$ cat src/rtl/crtc_init_sequencer.sv
// Programs CRTC registers R0..NUM_REGS-1 from a preset table over the shared CPU bus.
// Optional CRTC_INIT_ON_RESET_EN: auto-start with mode 0 on the first clock after reset.
module crtc_init_sequencer #(
  parameter int unsigned NUM_REGS = 14
) (
  input  logic       sys_clock_i,
  input  logic       reset_i,
  input  logic       clk_en_i,
  input  logic       start_i,
  input  logic       mode_i,
  input  logic       cpu_cs_i,
  input  logic       cpu_rs_i,
  input  logic       cpu_we_i,
  input  logic [7:0] cpu_data_i,
  output logic       crtc_cs_o,
  output logic       crtc_rs_o,
  output logic       crtc_we_o,
  output logic [7:0] crtc_data_o,
  output logic       busy_o,
  output logic       done_o,
  output logic       preempt_o
);

  typedef enum logic [1:0] {IDLE, SELECT, WRITE} state_t;

  localparam logic [3:0] LAST_IDX = 4'(NUM_REGS - 1);

  localparam logic [7:0] PRESET0 [16] = '{
    8'd49, 8'd40, 8'd41, 8'h0F, 8'd40, 8'd5, 8'd25, 8'd33,
    8'd0,  8'd7,  8'd0,  8'd0,  8'd0,  8'd0, 8'd0,  8'd0
  };
  localparam logic [7:0] PRESET1 [16] = '{
    8'd5, 8'd3, 8'd4, 8'h11, 8'd4, 8'd2, 8'd2, 8'd3,
    8'd0, 8'd2, 8'd0, 8'd0,  8'd0, 8'd0, 8'd0, 8'd0
  };

  state_t     state;
  logic [3:0] idx;
  logic       mode_q;
  logic       auto_start;
  logic [7:0] preset_data;

`ifdef CRTC_INIT_ON_RESET_EN
  logic init_pend;

  always_ff @(posedge sys_clock_i or posedge reset_i) begin
    if (reset_i) init_pend <= 1'b1;
    else         init_pend <= 1'b0;
  end

  assign auto_start = init_pend;
`else
  assign auto_start = 1'b0;
`endif

  assign preset_data = mode_q ? PRESET1[idx] : PRESET0[idx];

  always_ff @(posedge sys_clock_i or posedge reset_i) begin
    if (reset_i) begin
      state     <= IDLE;
      idx       <= '0;
      mode_q    <= 1'b0;
      busy_o    <= 1'b0;
      done_o    <= 1'b0;
      preempt_o <= 1'b0;
    end else begin
      done_o    <= 1'b0;
      preempt_o <= 1'b0;
      case (state)
        IDLE: begin
          if (start_i || auto_start) begin
            state  <= SELECT;
            idx    <= '0;
            mode_q <= auto_start ? 1'b0 : mode_i;
            busy_o <= 1'b1;
          end
        end
        SELECT: begin
          if (clk_en_i) begin
            if (cpu_cs_i) preempt_o <= 1'b1;
            else          state     <= WRITE;
          end
        end
        WRITE: begin
          if (clk_en_i) begin
            // CPU may have moved the CRTC address register, so re-select the same idx
            if (cpu_cs_i) begin
              preempt_o <= 1'b1;
              state     <= SELECT;
            end else if (idx == LAST_IDX) begin
              state  <= IDLE;
              done_o <= 1'b1;
              busy_o <= 1'b0;
            end else begin
              state <= SELECT;
              idx   <= idx + 4'd1;
            end
          end
        end
        default: state <= IDLE;
      endcase
    end
  end

  always_comb begin
    crtc_cs_o   = 1'b0;
    crtc_rs_o   = 1'b0;
    crtc_we_o   = 1'b0;
    crtc_data_o = '0;
    if (cpu_cs_i) begin
      crtc_cs_o   = 1'b1;
      crtc_rs_o   = cpu_rs_i;
      crtc_we_o   = cpu_we_i;
      crtc_data_o = cpu_data_i;
    end else if (state == SELECT) begin
      crtc_cs_o   = 1'b1;
      crtc_we_o   = 1'b1;
      crtc_data_o = {4'b0000, idx};
    end else if (state == WRITE) begin
      crtc_cs_o   = 1'b1;
      crtc_rs_o   = 1'b1;
      crtc_we_o   = 1'b1;
      crtc_data_o = preset_data;
    end
  end

endmodule

$ cat config.mk
export PLATFORM = sky130hd
export DESIGN_NAME = crtc_init_sequencer
export DESIGN_NICKNAME = d
export VERILOG_FILES = /design/src/rtl/crtc_init_sequencer.sv
export SDC_FILE = /design/constraint.sdc
export NUM_CORES = 1
export LEC_CHECK = 0
export ABC_AREA = 1
export CORE_ASPECT_RATIO = 0.7
export CORE_MARGIN = 4
export CORE_UTILIZATION = 40
export DETAILED_ROUTE_END_ITERATION = 6
export PLACE_DENSITY = 0.69
export SLEW_MARGIN = 25
export SYNTH_ARGS = -nofsm -noshare
export SYNTH_HDL_FRONTEND = slang
export SYNTH_SLANG_ARGS = --single-unit
$ cat constraint.sdc
create_clock -name sys_clock_i -period 4.4 [get_ports sys_clock_i]
set_clock_uncertainty 0.05 [all_clocks]
set_input_delay 0.88 -clock sys_clock_i [delete_from_list [all_inputs] [get_ports sys_clock_i]]
set_output_delay 0.88 -clock sys_clock_i [all_outputs]
set_load 0.03 [all_outputs]
### Word-level counts from Yosys, hierarchy flattened

Memory sizes are Yosys's and may differ from the RTL's.
Index checks and enable logic that the tools add are counted.

* add/sub/neg operators: 1
* magnitude comparators: 1
* equality and inequality tests: 10
* muxes and demuxes: 38
* bitwise logic cells: 1
* reductions and logical operators: 7

Operators with widths (number)
* $mux W8: 8
* $mux W1: 19
* $mux W4: 4
* $ne A2 B2 Y1 const B: 7
* $reduce_and A5 Y1: 2
* $mux W2: 4
* $pmux W4 S2: 1
* $pmux W2 S3: 1
* $ge A5 B5 Y1 const B: 1
* $not A4 Y5: 1
* $add A4 B1 Y4 const B: 1
* $eq A4 B4 Y1 const B: 1
* $reduce_and A4 Y1: 1
* $eq A2 B1 Y1 const B: 1
* $eq A2 B2 Y1 const B: 1
* $logic_not A2 Y1: 1
* $pmux W1 S2: 1
* $reduce_and A2 Y1: 1
* $reduce_bool A2 Y1: 1
* $reduce_or A2 Y1: 1

* register bits: 10
* memory bits (read-only): 256
* input port bits: 16
* output and inout port bits: 14
* logic and storage cells: 66
* memories: 2

Memories
* (no name shown): words 16, width 8, rd ports 1, clocked after Yosys merged registers in 0, write ports 0, RTL line 56 `assign preset_data = mode_q ? PRESET1[idx] : PRESET0[idx];`
* (no name shown): words 16, width 8, rd ports 1, clocked after Yosys merged registers in 0, write ports 0, RTL line 56

### Logic depth before layout (Yosys ltp)

Gate-level depths: netlist of run 1.

* depth after elaboration: 8
* gate-level depth with buffers: 9
* gate-level depth less buffers: 9

### Worst setup path before layout of run 1

OpenSTA, ideal clock, no wires.

* kind: in2out
* start: input port cpu_cs_i
* end: output port crtc_rs_o
* data arrival time: 1735 ps
* data required time: 3470 ps
* path slack: 1735 ps
* stages: 2
* path buffers: 1
* cells stage by stage: buf_2 > o21ai_0

* longest elaborated chain between the ends: 1

RTL lines
* start, declared: RTL line 11 `input logic cpu_cs_i,`
* $mux W1: RTL line 110 `if (cpu_cs_i) begin`
* end, declared: RTL line 16 `output logic crtc_rs_o,`

No other way between the ends.

### Worst setup path in the final report of run 1

* start: input port cpu_cs_i
* end: output port crtc_we_o

* longest elaborated chain between the ends: 1

RTL lines
* $mux W1: RTL line 110
* end, declared: RTL line 17 `output logic crtc_we_o,`

No other way between the ends.

==> results of run 1 <==
worst reg2reg max path, stage by stage (launching register included):
cell and delay (ps):
dfrtp_1 520, inv_1 180, ha_1 280, nand4_1 190, nand3_2 150, nand2_1 80, o21ai_0 80
kinds of logic after synthesis:
group,after synthesis,share of synthesized area [%]
buffers and inverters,29,12.3
AO/OA/AOI/OAI,28,16.9
flip-flops,10,24.0
AND/OR/NAND/NOR,68,30.3
XOR/XNOR,1,0.841
adder cells (fa/ha/maj),13,15.6
stage by stage:
stage,hold WS [ps],cells,worst slack (ps)
after CTS,450,213,690
final,443,213,708
after detailed placement,438,209,700
after global routing,475,213,551
after floorplan,484,149,1740
after global placement,444,209,796
registers in the layout, indices dropped and copies added (netlist names):
| register | flops |
|---|---|
| state | 2 |
| busy_o | 1 |
| done_o | 1 |
| preempt_o | 1 |
| idx | 4 |
| mode_q | 1 |
layout make-up:
class,count,area [um2],share of cell area (%)
Multi-Input combinational cell,110,663,47.4
Timing Repair Buffer,29,290,20.8
Sequential cell,10,250,17.9
Inverter,26,97.6,6.98
Clock buffer,4,55.1,3.94
Tap cell,34,42.5,3.04
per-layer routing:
layer	wire length (um)	track usage, %	share of wire (%)	vias up
li1	-	-	-	531
met4	0	1.62	0	0
met2	947	20.3	39	44
met1	1260	22.2	51	446
met5	0	0	0	-
met3	240	5.59	9.8	0
placed cells by master (no fill, tap or decap), types with 3 or more instances in the layout:
| master | synthesis | layout |
|---|---|---|
| nand2_1 | 39 | 39 |
| clkdlybuf4s50_1 | 0 | 29 |
| inv_1 | 20 | 20 |
| ha_1 | 13 | 13 |
| nand3_1 | 11 | 11 |
| dfrtp_1 | 10 | 10 |
| a21oi_1 | 9 | 9 |
| nor2_1 | 7 | 7 |
| inv_2 | 6 | 6 |
| o21ai_0 | 6 | 6 |
| a21oi_2 | 5 | 5 |
| clkbuf_8 | 1 | 4 |
| nor2_4 | 3 | 3 |
where the power goes:
| part | total, mW | switching, mW | leakage (nW) | internal, mW |
|---|---|---|---|---|
| combinational | 0.530 | 0.324 | 0.515 | 0.206 |
| sequential | 0.181 | 0.0561 | 0.128 | 0.125 |
| clock | 0.112 | 0.0337 | 0.0288 | 0.0784 |
worst max path at each step:
stage	slack, ps	end	startpoint	cells after the start
floorplan	1740	crtc_rs_o	cpu_cs_i	2
global placement	800	crtc_we_o	cpu_cs_i	5
detailed placement	700	crtc_we_o	cpu_cs_i	5
CTS	690	crtc_we_o	cpu_cs_i	5
global route	550	crtc_we_o	cpu_cs_i	5
finish	710	crtc_we_o	cpu_cs_i	5
==> reports/metrics.yaml, run 1 <==
timing:
  achievable-frequency_mhz: 271
  final_hold_viol_count: 0
  tightestPinTransition_ps: 532
  setup-violations-final: 0
  final-max-slew-violation-count: 0
  final_min_period_over_clock_period_pct: 83.9
  slew_headroom_pct: 64.4
  unrepaired_setup_endpoints_after_global_routing: "false"
  finalWorstPathRequiredPeriod_ps: 3690
  setup-tns-final_ps: 0
worst_setup_path:
  worst_path_largest_cell_delay_ps: 800
  path_buf_inv: 3
  critical_path.reg2reg.endpoint: "idx[2]$_DFFE_PP0P_"
  critical_path.slowest_cell: "clkdlybuf4s50_1"
  timing.critical_path.fanout_max: 14
  r2r_cells: 6
  timing.critical_path.cells: "clkdlybuf4s50_1 -> inv_2 -> nand2_1 -> o21a_1 -> clkdlybuf4s50_1"
  critPathArrivalTime_ps: 2760
  critical_path.endpoint_type: "primary output"
  critical_path_required_ps: 3470
  rr_startpoint: "idx[1]$_DFFE_PP0P_"
  crit_path_start_kind: "input pin"
  crit_path_frequent_cell: "clkdlybuf4s50_1"
  regToRegSetupSlack_ps: 2760
  cp_top_family: "buffers and inverters"
  worst-setup-path-type: "input pin to primary output"
grt:
  grt.total_usage_pct: 14.8
  initial_antenna_violation_count: 0
  wire_length_of_the_first_global_routing_pass_um: 3960
  first_global_vias: 881
  largest_net_degree_at_the_start_of_global_routing: 15
  grt_overflow: 0
floorplan:
  placement_rows: 15
  io-pin-count: 30
  die_w_um: 69.0
  dieArea_mm2: 0.00350
  design.core.area_mm2: 0.00248
  floorplan.initialDensity_pct: 42.0
  die_height_um: 50.7
cts:
  clock-sinks: 10
  cts_max_level: 1
  postCtsSetupBuffers: 0
  clockRootBuffer: "clkbuf_8"
  clk_path_buf_depth: 2
  numCtsBuffers: 3
  clock_tree_from_tritoncts: "done"
  worst_setup_hold_path_clk_slew_ps: 40
  clock_latency_on_the_worst_skew_pair_ps: 230
  cts_repair_resize_count: 0
  holdBufCountCts: 0
logic_synthesis:
  yosys.area.top_type_share_pct: 24.0
  synth_cell_types: 26
  synth_most_common_cell: "nand2_1"
  post_synth_most_frequent_cells: "nand2_1, inv_1, ha_1"
  ys.warnings.count: 0
  netlist_top_cells_area: "dfrtp_1, ha_1, nand2_1"
  post_synthesis_async_set_or_reset_flop_share_pct: 100
  avgSynthCellArea_um2: 6.99
  ys_dominant_reg_cell: "dfrtp_1"
  ys_seq_area_share_pct: 24.0
  synth_nets: 178
  synth.cell_area_mm2: 0.00104
  number_of_synthesized_flops_with_an_enable_pin: 0
  post_synth_inst_count: 149
  synth_top_area_cell: "dfrtp_1"
  synth.ff_latch_count: 10
place:
  gp_routability_congestion: 0.860
  placement.cell_area_mm2: 0.00134
  place_hpwl_um: 1980
  placement.io_buffers: 29
power_and_ir_drop:
  total_leakage_power_nw: 0.672
  power_density_mw_per_mm2: 588
  worst_ir_drop_vdd_uv: 344
  total_power_mw: 0.823
routing:
  drt-initial-drc-count: 40
  dr_total_vias: 1021
  routedWlPerCell_um: 11.5
  wirelength_um: 2450
  vias_per_cell: 4.79
  drc: 0
  antenna_violating_nets_post_route: 0
  detailedRoute.firstPassIterationCount: 4
cells_and_area:
  insertedDiodeCount: 0
  drive_gt1_share_pct: 13.4
  stdcell_area_mm2: 0.00140
  area_growth_from_synthesis_to_layout_pct: 34.4
  fillerInstances: 238
  finish.net_count: 209
  finalCoreUtilization_pct: 56.5
min_path:
  whs_endpoint: "busy_o$_DFFE_PP0P_"
  holdCritPathClass: "register to register"
  timing.hold.worst.start: "busy_o$_DFFE_PP0P_"
  whs_path_depth: 2
job:
  maxCapViolCount: 0
run_status:
  outcome: "finished clean"
Note: power is estimated with default switching activity, not from simulation.
==> inputs of run 2 (changes only) <==
--- a/config.mk
+++ b/config.mk
@@ -10,7 +10,7 @@
 export CORE_MARGIN = 4
 export CORE_UTILIZATION = 40
 export DETAILED_ROUTE_END_ITERATION = 6
-export PLACE_DENSITY = 0.69
+export PLACE_DENSITY = 0.72
 export SLEW_MARGIN = 25
 export SYNTH_ARGS = -nofsm -noshare
 export SYNTH_HDL_FRONTEND = slang
==> constraint.sdc (replaced) <==
create_clock -name sys_clock_i -period 3.1 [get_ports sys_clock_i]
set_clock_uncertainty 0.05 [all_clocks]
set_input_delay 0.62 -clock sys_clock_i [delete_from_list [all_inputs] [get_ports sys_clock_i]]
set_output_delay 0.62 -clock sys_clock_i [all_outputs]
set_load 0.03 [all_outputs]
==> reports/metrics.yaml, run 2 (synthesis results as in run 1) <==
timing:
  setup-violations-final: 0  # unchanged
  tightestPinTransition_ps: 403  # -130 ps
  final-max-slew-violation-count: 0  # unchanged
  setup-tns-final_ps: 0  # unchanged
  final_hold_viol_count: 0  # unchanged
  finalWorstPathRequiredPeriod_ps: 2940
  slew_headroom_pct: 73.1  # +8.8 points
  achievable-frequency_mhz: 341
  unrepaired_setup_endpoints_after_global_routing: "false"
  fin_hold_ws_ps: 477  # +34.5 ps
  final_min_period_over_clock_period_pct: 94.7
place:
  gp_routability_congestion: 0.813  # -5.5%
  place_inst: 210  # +0.48%
  placement.io_buffers: 29  # unchanged
  place_hpwl_um: 2060  # +3.9%
cts:
  clock_tree_from_tritoncts: "done"
  clk_path_buf_depth: 2  # unchanged
  clockRootBuffer: "clkbuf_8"
  cts_max_level: 1  # unchanged
  clock_latency_on_the_worst_skew_pair_ps: 230  # about the same
  clock-sinks: 10  # unchanged
  worst_setup_hold_path_clk_slew_ps: 50  # about the same
  numCtsBuffers: 3  # unchanged
  holdBufCountCts: 0  # unchanged
floorplan:
  dieArea_mm2: 0.00350  # unchanged
  io-pin-count: 30  # unchanged
  die_height_um: 50.7  # unchanged
  floorplan.initialDensity_pct: 42.0  # unchanged
  placement_rows: 15  # unchanged
  design.core.area_mm2: 0.00248  # unchanged
  die_w_um: 69.0  # unchanged
cells_and_area:
  layout.cells.most_common: "nand2_1"
  drive_gt1_share_pct: 14.4  # +1.0 points
  area_growth_from_synthesis_to_layout_pct: 36.1
  fillerInstances: 231  # -2.9%
  insertedDiodeCount: 0  # unchanged
  max_reg_flops: 4  # unchanged
  largest_registers: "idx (4), state (2)"
  area_occupied_by_multi_input_gates_um2: 663  # unchanged
  finish.net_count: 210  # +0.48%
  commonest_cells_after_routing_fill_and_taps_aside: "nand2_1, clkdlybuf4s50_1, inv_1"
  final_cells: 214  # +0.47%
  registers.top_by_ff_count: "idx"
  register_area_um2: 250  # unchanged
worst_setup_path:
  timing.critical_path.fanout_max: 7  # -7
  timing.critical_path.cells: "inv_1 -> ha_1 -> inv_2 -> nor2_4 -> nand3_1 -> a21oi_1 -> clkdlybuf4s50_1"
  worst_path_largest_cell_delay_ps: 690  # -110 ps
  crit_path_start_kind: "register"
  critical_path.endpoint_type: "primary output"
  path_buf_inv: 3  # unchanged
  critical_path.slowest_cell: "clkdlybuf4s50_1"
  critical_path_required_ps: 2430  # -1040 ps
  worst-setup-path-type: "register to primary output"
  cp_top_family: "buffers and inverters"
  critPathArrivalTime_ps: 2270  # -490 ps
routing:
  dr_total_vias: 1048  # +2.6%
  wirelength_um: 2560  # +4.5%
  drt-initial-drc-count: 46  # +15%
  antenna_violating_nets_post_route: 0  # unchanged
  routedWlPerCell_um: 12.0  # +4.0%
  detailedRoute.firstPassIterationCount: 4  # unchanged
  drc: 0  # unchanged
  vias_per_cell: 4.90  # +2.2%
grt:
  initial_antenna_violation_count: 0  # unchanged
  largest_net_degree_at_the_start_of_global_routing: 15  # unchanged
  first_global_vias: 953  # +8.2%
  wire_length_of_the_first_global_routing_pass_um: 4110  # +3.8%
  grt_overflow: 0  # unchanged
  grt.total_usage_pct: 15.5  # +0.72 points
job:
  maxCapViolCount: 0  # unchanged
power_and_ir_drop:
  total_power_mw: 1.17  # +43%
  total_leakage_power_nw: 0.737  # +9.6%
  power_density_mw_per_mm2: 829  # +41%
  worst_ir_drop_vdd_uv: 405  # +18%
min_path:
  holdCritPathClass: "register to register"
run_status:
  outcome: "finished clean"
-- run 2: path summary, 6_finish.rpt --
check,startpoint,end,slack (ps),cells after the start
setup reg to reg,idx[1]$_DFFE_PP0P_,idx[1]$_DFFE_PP0P_,1480,6
min in group asynchronous,reset_i,busy_o$_DFFE_PP0P_,620,2
hold reg to reg,busy_o$_DFFE_PP0P_,busy_o$_DFFE_PP0P_,480,2
hold / removal,busy_o$_DFFE_PP0P_,busy_o$_DFFE_PP0P_,480,2
max in group asynchronous,reset_i,preempt_o$_DFF_PP0_,2110,2
setup / recovery,state[0]$_DFFE_PP0P_,crtc_data_o[3],160,7
-- run 2: repair_timing --
item / 4_1_cts / 5_1_grt
gates resized for setup: 0 / 5
setup buffers: 0 / 0
endpoints found under the setup margin: 0 / 5
-- run 2: layout make-up --
cell class	instances	area share, %
repair buffers	30	21.7
inverters	26	6.89
clock buffers	4	3.89
well taps	34	3.00
multi-input cells	110	46.8
flip-flops and latches	10	17.7
-- run 2: worst reg2reg max path: cells and delay by family, from the launching register on --
kind | cells | cell delay, ps
simple gates | 3 | 410
buf+inv | 1 | 170
compound gates | 1 | 100
flops | 1 | 510
fa+ha+maj | 1 | 260
-- run 2: metrics by stage --
| step | util, % | setup slack [ps] | instance area [um2] |
|---|---|---|---|
| 6_report | 57.2 | 165 | 1420 |
| 5_1_grt | 57.2 | 36.0 | 1420 |
| 4_1_cts | 56.7 | 85.7 | 1400 |
| 3_5_place_dp | 54.4 | 207 | 1350 |
| 3_3_place_gp | 54.4 | 226 | 1350 |
| 2_1_floorplan | - | 877 | 1040 |
-- run 2: routing by layer --
layer | global-route usage [%] | up-vias | wire length [um]
met5 | 0 | - | 0
met4 | 2.59 | 0 | 0
met3 | 5.59 | 0 | 304
met2 | 23.3 | 49 | 1050
met1 | 21.4 | 465 | 1210
li1 | - | 534 | -
-- run 2: power by group --
group / internal, mW / total (mW) / switching [mW] / leakage (nW)
Clock: 0.111 / 0.161 / 0.0491 / 0.0288
Sequential: 0.177 / 0.255 / 0.0770 / 0.128
Combinational: 0.288 / 0.759 / 0.471 / 0.580
Total: 0.577 / 1.17 / 0.597 / 0.737
==> inputs of run 3 (changes only) <==
--- a/config.mk
+++ b/config.mk
@@ -10,6 +10,7 @@
 export CORE_MARGIN = 4
 export CORE_UTILIZATION = 40
 export DETAILED_ROUTE_END_ITERATION = 6
+export MAX_ROUTING_LAYER = met4
 export PLACE_DENSITY = 0.72
 export SLEW_MARGIN = 25
 export SYNTH_ARGS = -nofsm -noshare
==> reports/metrics.yaml, run 3 (synthesis results as in run 1) <==
floorplan:
  design.core.area_mm2: 0.00248  # unchanged
  io-pin-count: 30  # unchanged
  floorplan.initialDensity_pct: 42.0  # unchanged
  placement_rows: 15  # unchanged
  die_height_um: 50.7  # unchanged
  die_w_um: 69.0  # unchanged
  dieArea_mm2: 0.00350  # unchanged
power_and_ir_drop:
  share_seq_of_total_power_pct: 21.7  # about the same
  p_clk_share_pct: 14.0  # +0.3 points
  swShare_pct: 51.2  # +0.34 points
  p_int_mw: 0.580  # +0.57%
  total_leakage_power_nw: 0.735  # -0.18%
  comb_power_share_pct: 64.3  # -0.4 points
  power_density_mw_per_mm2: 839  # +1.2%
  power.switching_mw: 0.609  # +1.9%
  worst_ir_drop_vdd_uv: 404  # about the same
cts:
  clockRootBuffer: "clkbuf_8"
  clock_latency_on_the_worst_skew_pair_ps: 240  # about the same
  holdBufCountCts: 0  # unchanged
  clock-sinks: 10  # unchanged
  clock_tree_from_tritoncts: "done"
  cts_max_level: 1  # unchanged
  numCtsBuffers: 3  # unchanged
  postCtsSetupBuffers: 0  # unchanged
  clk_path_buf_depth: 2  # unchanged
  cts_repair_resize_count: 0  # unchanged
  worst_setup_hold_path_clk_slew_ps: 50  # about the same
grt:
  grt.total_usage_pct: 17.1  # +1.6 points
  initial_antenna_violation_count: 0  # unchanged
  largest_net_degree_at_the_start_of_global_routing: 15  # unchanged
  wire_length_of_the_first_global_routing_pass_um: 4390  # +6.7%
  first_global_vias: 951  # -0.21%
  grt_overflow: 0  # unchanged
timing:
  setup-violations-final: 0  # unchanged
  unrepaired_setup_endpoints_after_global_routing: "false"
  final_min_period_over_clock_period_pct: 95.2  # +0.46 points
  final-max-slew-violation-count: 0  # unchanged
  final_hold_viol_count: 0  # unchanged
  timing.final.ws_setup_ps: 150  # -14.4 ps
  slew_headroom_pct: 72.0  # -1.1 points
  setup-tns-final_ps: 0  # unchanged
  finalWorstPathRequiredPeriod_ps: 2950  # +14.4 ps
  tightestPinTransition_ps: 420  # +17.2 ps
  fin_hold_ws_ps: 480  # +2.75 ps
  achievable-frequency_mhz: 339  # -0.49%
worst_setup_path:
  cp-startpoint: "state[0]$_DFFE_PP0P_"
  crit_path_start_kind: "register"
  r2r_cells: 8  # +2
  critPathArrivalTime_ps: 2280  # about the same
  critical_path_required_ps: 2430  # about the same
  critical_path.endpoint_type: "primary output"
  rr_startpoint: "state[0]$_DFFE_PP0P_"
  worst-setup-path-type: "register to primary output"
  timing.critical_path.fanout_max: 7  # unchanged
routing:
  antenna_violating_nets_post_route: 0  # unchanged
  routedWlPerCell_um: 12.3  # +2.9%
  drc: 0  # unchanged
  detailedRoute.firstPassIterationCount: 4  # unchanged
  wirelength_um: 2630  # +2.9%
  dr_total_vias: 1025  # -2.2%
  drt-initial-drc-count: 60  # +30%
  vias_per_cell: 4.79  # -2.2%
run_status:
  outcome: "finished clean"
place:
  placement.io_buffers: 29  # unchanged
  gp_routability_congestion: 0.812  # about the same
  placement.cell_area_mm2: 0.00135  # unchanged
  place_hpwl_um: 2070  # +0.23%
  place_inst: 210  # unchanged
  dp_worst_slack_ps: 205  # -2.22 ps
min_path:
  holdCritPathClass: "register to register"
  whs_path_depth: 2  # unchanged
  timing.hold.worst.start: "busy_o$_DFFE_PP0P_"
cells_and_area:
  fillerInstances: 227  # -1.7%
  commonest_cells_after_routing_fill_and_taps_aside: "nand2_1, clkdlybuf4s50_1, inv_1"
  drive_gt1_share_pct: 15.0  # +0.56 points
  registers.top_by_ff_count: "idx"
  insertedDiodeCount: 0  # unchanged
  finish.net_count: 210  # unchanged
  stdcell_area_mm2: 0.00142  # about the same
  area_growth_from_synthesis_to_layout_pct: 36.2  # about the same
  final_cells: 214  # unchanged
  largest_registers: "idx (4), state (2)"
  layout.cells.most_common: "nand2_1"
  max_reg_flops: 4  # unchanged
job:
  maxCapViolCount: 0  # unchanged
[run 3: cell types whose count changed in the layout (fill, tap and decap cells not counted)]
| cell | before | now |
|---|---|---|
| dfrtp_1 | 10 | 9 |
| dfrtp_2 | 0 | 1 |
[run 3: stage by stage]
step / power, mW / util [%]
2_1_floorplan: 0.800 / -
3_3_place_gp: 0.995 / 54.4
3_5_place_dp: 1.02 / 54.4
4_1_cts: 1.19 / 56.7
5_1_grt: 1.30 / 57.2
6_report: 1.19 / 57.2
[run 3: layer usage]
layer	vias up	part of all wire [%]	routed length, um	GRT usage (%)
li1	532	-	-	-
met1	442	48	1270	23.5
met2	45	40	1050	24.1
met3	6	10	275	6.04
met4	0	1.2	32	3.88
met5	-	0	0	-
[run 3: area by class of cell]
type                    count  area (um2)  share of cell area, %
multi-input cells         110         663                   46.8
repair buffers             30         308                   21.7
flip-flops and latches     10         251                   17.7
inverters                  26        97.6                   6.88
clock buffers               4        55.1                   3.88
well taps                  34        42.5                   3.00
[run 3: power by group through the flow]
stage | logic, mW | registers [mW] | clock network [mW]
floorplan | 0.550 | 0.250 | 0
global placement | 0.741 | 0.254 | 0
detailed placement | 0.760 | 0.256 | 0
CTS | 0.766 | 0.255 | 0.169
global route | 0.860 | 0.268 | 0.176
finish | 0.765 | 0.258 | 0.167
[run 3: critical path: stages, from the launching register on]
cell and delay (ps):
dfrtp_1 430, inv_1 110, ha_1 310, inv_2 110, nor2_4 130, nand3_1 90, a21oi_1 160, clkdlybuf4s50_1 690
[run 3: path summary, 6_finish.rpt]
| kind | endpoint | slack [ps] |
|---|---|---|
| worst max-delay path | crtc_data_o[3] | 150 |
| worst min-delay path | busy_o$_DFFE_PP0P_ | 480 |
| max in group asynchronous | idx[0]$_DFFE_PP0P_ | 2080 |
| min in group asynchronous | idx[2]$_DFFE_PP0P_ | 610 |
| worst max register to register | idx[1]$_DFFE_PP0P_ | 1470 |
| worst min register to register | busy_o$_DFFE_PP0P_ | 480 |
